[config.mk]
export PLATFORM = sky130hd
export DESIGN_NAME = micro_hash_verifier
export DESIGN_NICKNAME = d
export VERILOG_FILES = /design/src/rtl/micro_hash_verifier_pkg.sv /design/src/rtl/micro_hash_verifier_round.sv /design/src/rtl/micro_hash_verifier.sv
export SDC_FILE = /design/constraint.sdc
export NUM_CORES = 1
export LEC_CHECK = 0
export BUFFER_PORTS_ARGS = -buffer_cell sky130_fd_sc_hd__buf_2
export CORE_MARGIN = 5
export CORE_UTILIZATION = 61
export DETAILED_ROUTE_END_ITERATION = 16
export GPL_TIMING_DRIVEN = 0
export PLACE_DENSITY_LB_ADDON = 0.15
export SYNTH_ARGS = -nofsm -noshare
export SYNTH_HDL_FRONTEND = slang
export SYNTH_SLANG_ARGS = --single-unit
[constraint.sdc]
create_clock -name clk -period 8.85 [get_ports clk]
set_input_delay 0.885 -clock clk [delete_from_list [all_inputs] [get_ports clk]]
set_output_delay 0.885 -clock clk [all_outputs]
set_load 0.005 [all_outputs]
[src/rtl/micro_hash_verifier_pkg.sv]
// Purpose: shared constants and types for the micro-hash generator/verifier pair.
// Contents: init vector H_INIT0..2, round constants K_LO/K_HI and the switch round,
//           byte type, working-register struct, FSM state encoding.
package micro_hash_verifier_pkg;

  localparam int BYTE_W = 8;

  typedef logic [BYTE_W-1:0] byte_t;

  localparam byte_t H_INIT0 = 8'h01;
  localparam byte_t H_INIT1 = 8'h89;
  localparam byte_t H_INIT2 = 8'hFE;

  localparam byte_t K_LO = 8'h99;
  localparam byte_t K_HI = 8'hA1;

  // Rounds 0..K_SWITCH_ROUND (inclusive) use K_LO and a^b; later rounds use K_HI and a^c.
  localparam int K_SWITCH_ROUND = 16;

  typedef struct packed {
    byte_t a;
    byte_t b;
    byte_t c;
  } work_t;

  typedef enum logic [1:0] {
    ST_IDLE  = 2'd0,
    ST_ROUND = 2'd1,
    ST_FINAL = 2'd2,
    ST_DONE  = 2'd3
  } state_e;

endpackage

[src/rtl/micro_hash_verifier_round.sv]
// Purpose: one micro-hash compression round, (a,b,c,W[i],i) -> (a',b',c').
// Latency: purely combinational, zero cycles; no flow control.
// Ports: s_i current working regs, w_i schedule byte W[i], round_i index i, s_o next working regs.
module micro_hash_verifier_round
  import micro_hash_verifier_pkg::*;
#(
  parameter int RW = 5
) (
  input  work_t         s_i,
  input  byte_t         w_i,
  input  logic [RW-1:0] round_i,
  output work_t         s_o
);

  byte_t k;
  byte_t x;

  always_comb begin
    if (round_i <= RW'(K_SWITCH_ROUND)) begin
      k = K_LO;
      x = s_i.a ^ s_i.b;
    end else begin
      k = K_HI;
      x = s_i.a ^ s_i.c;
    end
    s_o.a = s_i.b ^ s_i.c;
    s_o.b = {s_i.c[3:0], 4'h0};
    // All byte arithmetic wraps mod 256.
    s_o.c = x + k + w_i;
  end

endmodule

[src/rtl/micro_hash_verifier.sv]
// Purpose: recompute the 24-bit micro-hash of a claimed (payload, nonce) and test it against target.
// Latency: capture edge E0, rounds E1..E32, hash/valid/done on E33, idle again at E34 (35-cycle period).
// Backpressure: none; verify is sampled only in IDLE and ignored while busy.
// Ports: clk, reset_L (async active-low); verify/payload/nonce/target in; busy/done/valid/hash out.
module micro_hash_verifier
  import micro_hash_verifier_pkg::*;
#(
  parameter int ROUNDS      = 32,
  parameter int CHECK_BYTES = 2
) (
  input  logic        clk,
  input  logic        reset_L,
  input  logic        verify,
  input  logic [95:0] payload,
  input  logic [31:0] nonce,
  input  logic [7:0]  target,
  output logic        busy,
  output logic        done,
  output logic        valid,
  output logic [23:0] hash
);

  localparam int CW = $clog2(ROUNDS);

  state_e            state_q, state_d;
  logic [CW-1:0]     rnd_q, rnd_d;
  // Sliding schedule window: w_q[15] is W[i], w_q[15-j] is W[i+j].
  logic [15:0][7:0]  w_q, w_d;
  work_t             s_q, s_d, s_next;
  byte_t             target_q, target_d;
  logic              busy_q, busy_d;
  logic              done_q, done_d;
  logic              valid_q, valid_d;
  logic [23:0]       hash_q, hash_d;
  logic [23:0]       hash_fin;
  logic              meets;
  byte_t             w_new;

  micro_hash_verifier_round #(.RW(CW)) u_round (
    .s_i    (s_q),
    .w_i    (w_q[15]),
    .round_i(rnd_q),
    .s_o    (s_next)
  );

  always_comb begin
    // W[i+16] = W[i+13] | (W[i+7] ^ W[i+2])
    w_new    = w_q[2] | (w_q[8] ^ w_q[13]);
    hash_fin = {byte_t'(H_INIT0 + s_q.a), byte_t'(H_INIT1 + s_q.b), byte_t'(H_INIT2 + s_q.c)};
    // Only the CHECK_BYTES most-significant bytes take part; target 0 can never be met.
    meets = 1'b1;
    for (int j = 0; j < 3; j++) begin
      if (j < CHECK_BYTES && hash_fin[23-8*j -: 8] >= target_q) meets = 1'b0;
    end
  end

  always_comb begin
    state_d  = state_q;
    rnd_d    = rnd_q;
    w_d      = w_q;
    s_d      = s_q;
    target_d = target_q;
    busy_d   = busy_q;
    done_d   = done_q;
    valid_d  = valid_q;
    hash_d   = hash_q;
    case (state_q)
      ST_IDLE: begin
        if (verify) begin
          w_d      = {payload, nonce};
          target_d = target;
          s_d      = {H_INIT0, H_INIT1, H_INIT2};
          rnd_d    = '0;
          busy_d   = 1'b1;
          state_d  = ST_ROUND;
        end
      end
      ST_ROUND: begin
        s_d   = s_next;
        w_d   = {w_q[14:0], w_new};
        rnd_d = rnd_q + 1'b1;
        if (rnd_q == CW'(ROUNDS - 1)) state_d = ST_FINAL;
      end
      ST_FINAL: begin
        hash_d  = hash_fin;
        valid_d = meets;
        done_d  = 1'b1;
        state_d = ST_DONE;
      end
      ST_DONE: begin
        done_d  = 1'b0;
        busy_d  = 1'b0;
        state_d = ST_IDLE;
      end
      default: state_d = ST_IDLE;
    endcase
  end

  always_ff @(posedge clk or negedge reset_L) begin
    if (!reset_L) begin
      state_q  <= ST_IDLE;
      rnd_q    <= '0;
      w_q      <= '0;
      s_q      <= '0;
      target_q <= '0;
      busy_q   <= 1'b0;
      done_q   <= 1'b0;
      valid_q  <= 1'b0;
      hash_q   <= '0;
    end else begin
      state_q  <= state_d;
      rnd_q    <= rnd_d;
      w_q      <= w_d;
      s_q      <= s_d;
      target_q <= target_d;
      busy_q   <= busy_d;
      done_q   <= done_d;
      valid_q  <= valid_d;
      hash_q   <= hash_d;
    end
  end

  assign busy  = busy_q;
  assign done  = done_q;
  assign valid = valid_q;
  assign hash  = hash_q;

endmodule

==> results.json <==
{
  "synth-edff-count": 0,
  "p_int_mw": 2.713,
  "firstDrtPassIters": 7,
  "grt_setup_unrepaired": "false",
  "synth_cells": 933,
  "clk_latency_ps": 440,
  "setup-violations-final": 0,
  "pin_count": 166,
  "hold_viol": 0,
  "start_kind": "register",
  "cts_htree_levels": 4,
  "min_period_ps": 3547,
  "worst-slew-pin-transition_ps": 609.4,
  "drv_cap": 0,
  "power_density_mw_per_mm2": 412.8,
  "die_y_um": 135.0,
  "fill_cells": 1101,
  "yosys_most_used_dff": "dfrtp_1",
  "synthArstFlopShare_pct": 100.0,
  "synth.yosys.seq_area_share_pct": 49.10,
  "wl_per_cell_um": 16.84,
  "cts_hold_buf": 0,
  "cp_data_arrival_time_ps": 3900,
  "clock_sinks": 187,
  "wl_um": 22710,
  "fin_crit_sh_pct": 40.08,
  "path_clk_slew_ps": 70,
  "hpwl_um": 16750,
  "post_cts_buffers": 0,
  "portBuffers": 164,
  "end_kind": "register",
  "ys_seq_elements": 187,
  "seqPwrFrac_pct": 33.6,
  "grt_pass1_vias": 7560,
  "nets": 1295,
  "stdcell_area_mm2": 0.01127,
  "cts_made_buffers": 17,
  "overflow": 0,
  "core_area_mm2": 0.01526,
  "required_ps": 9210,
  "clockBufferDepth": 2,
  "switchingPower_mw": 1.937,
  "place_area_mm2": 0.01065,
  "ys_warn_count": 0,
  "syn_area_per_cell_um2": 10.21,
  "num_vias": 7401,
  "synth.distinct_cells": 52,
  "p_leak_nw": 5.375,
  "gp_congestion": 0.9064,
  "fin_total_pwr_mw": 4.651,
  "rows": 45,
  "maxSlewViolCount": 0,
  "netlist_area_mm2": 0.009530,
  "p_sw_share_pct": 41.66,
  "grt_start_max_net_pins": 124,
  "grt_usage_pct": 25.49,
  "syn-num-nets": 1111,
  "max_freq_mhz": 281.9,
  "crit_fanout": 9,
  "fin_skew_ps": 8.023,
  "combinationalPowerShare_pct": 50.0,
  "start_util_pct": 62.46,
  "status": "completed",
  "relSlewSlack_pct": 59.37,
  "drt_iter0_markers": 471,
  "drc": 0,
  "setup_tns_ps": 0,
  "post_cts_resized": 0,
  "path_class": "register to register",
  "die_x_um": 135.0,
  "area_growth_pct": 18.21,
  "max-vdd-ir-drop_mv": 0.2248,
  "antenna_found_initial": 10,
  "hold_path.class": "input port to asynchronous set/reset pin",
  "cts_tree": "yes",
  "antenna_left": 0,
  "power_frac_clock_pct": 16.4,
  "drive_above_1_share_pct": 23.36,
  "grt_first_pass_wirelength_um": 36710,
  "viasPerCell": 5.486,
  "root_buffer": "clkbuf_16",
  "dieArea_mm2": 0.01822
}
## cells in the final DEF, fill, tap and decap left out, types with 8 or more instances in the layout
cell	instances
nand3_1	9
dfrtp_1	187
a21oi_1	19
nand2_1	160
clkbuf_16	17
mux2i_1	124
clkbuf_1	21
nor2_1	51
o21ai_0	149
xnor2_1	20
mux2_2	16
buf_6	13
ha_1	35
inv_1	22
buf_2	183
diode_2	8
xor2_1	20
## metal layers
metal  vias to the layer above  track usage (%)  part of all wire (%)
li1                       3563                -                     -
met1                      3567            31.98                    41
met2                       209            43.25                    50
met3                        58            5.291                   5.7
met4                         4            10.47                   3.4
met5                         -                0                 0.097
## registers in the layout, indices dropped and copies added, names as in the netlist
name / count
s_q: 19
w_q: 128
hash: 22
done: 1
valid: 1
state_q: 2
rnd_q: 5
target_q: 8
busy: 1
## Yosys cell counts (4+ instances only)
cell      instances  area share (%)
nand2_1         160             6.3
inv_1            22            0.87
xor2_1           20             1.8
mux2_2           16             1.9
fa_1              4            0.84
buf_2            20             1.1
a21oi_1          19             1.0
dfrtp_1         187              49
a21o_1            6            0.47
a211oi_1          4            0.32
buf_4             5            0.39
clkbuf_1         21            0.83
o21ai_1           6            0.32
nor3_1            4            0.21
buf_6            13             1.5
o21ai_0         149             7.8
nand3_1           9            0.47
xnor2_1          20             1.8
nor2_1           51             2.0
mux2i_1         124              13
ha_1             35             4.6
## path summary, 6_finish.rpt
| check | endpoint | startpoint | slack (ps) | cells past startpoint |
|---|---|---|---|---|
| min in group clk | w_q[54]$_DFFE_PN0P_ | w_q[54]$_DFFE_PN0P_ | 480 | 2 |
| setup / recovery | s_q[7]$_DFFE_PN0P_ | rnd_q[0]$_DFFE_PN0P_ | 5300 | 16 |
| max in group asynchronous | w_q[46]$_DFFE_PN0P_ | reset_L | 7490 | 2 |
| setup reg to reg | s_q[7]$_DFFE_PN0P_ | rnd_q[0]$_DFFE_PN0P_ | 5300 | 16 |
| hold reg to reg | w_q[54]$_DFFE_PN0P_ | w_q[54]$_DFFE_PN0P_ | 480 | 2 |
| hold / removal | hash[18]$_DFFE_PN0P_ | reset_L | 390 | 1 |
## power by group through the flow
stage          Sequential, mW  Clock [mW]  Combinational [mW]
4_1_cts                  1.56       0.770                2.34
3_5_place_dp             1.57           0                2.32
6_report                 1.56       0.762                2.33
2_1_floorplan            1.50           0                1.75
5_1_grt                  1.61       0.800                2.63
3_3_place_gp             1.56           0                2.26
## area by class of cell
type	instances	area (µm²)	area share, %
multi-input cells	663	4398	39.04
clock inverters	9	85.08	0.7552
diodes	8	20.02	0.1777
flip-flops and latches	187	4679	41.54
well taps	211	264.0	2.343
plain buffers	60	366.6	3.254
repair buffers	165	858.3	7.619
inverters	23	86.33	0.7663
clock buffers	23	508.0	4.509
## logic make-up (layout without fill, tap and decap cells)
logic type / count (synthesis) / count (layout) / share of synthesized area [%]
mux: 140 / 140 / 14.91
buf+inv: 83 / 280 / 4.753
other cells: 1 / 9 / 0.03935
flops: 187 / 187 / 49.10
fa+ha+maj: 39 / 39 / 5.435
simple gates: 244 / 244 / 10.65
xor+xnor: 40 / 40 / 3.676
compound gates: 199 / 199 / 11.44
## through the flow
stage	worst slack [ps]	std cells	hold slack (ps)	utilization [%]
after detailed placement	5366	1309	469.9	69.82
final	5303	1349	393.4	73.83
after CTS	5308	1341	408.2	73.70
after global placement	3862	1308	460.8	69.57
after global routing	4985	1349	439.0	73.83
after floorplan	5750	933	448.4	-
## worst max-delay path, cell delays in order, from the launching register on
cell and delay, ps:
dfrtp_1 410, inv_1 60, ha_1 200, nor3b_2 170, nor2_2 430, nor2_1 110
a21oi_1 160, xor2_1 180, ha_1 170, inv_1 50, ha_1 200, fa_1 430
a211oi_1 240, o21ai_0 170, nand3_1 110, and3b_1 190, a211oi_2 190
No activity file was read; power rests on OpenSTA's default activity.
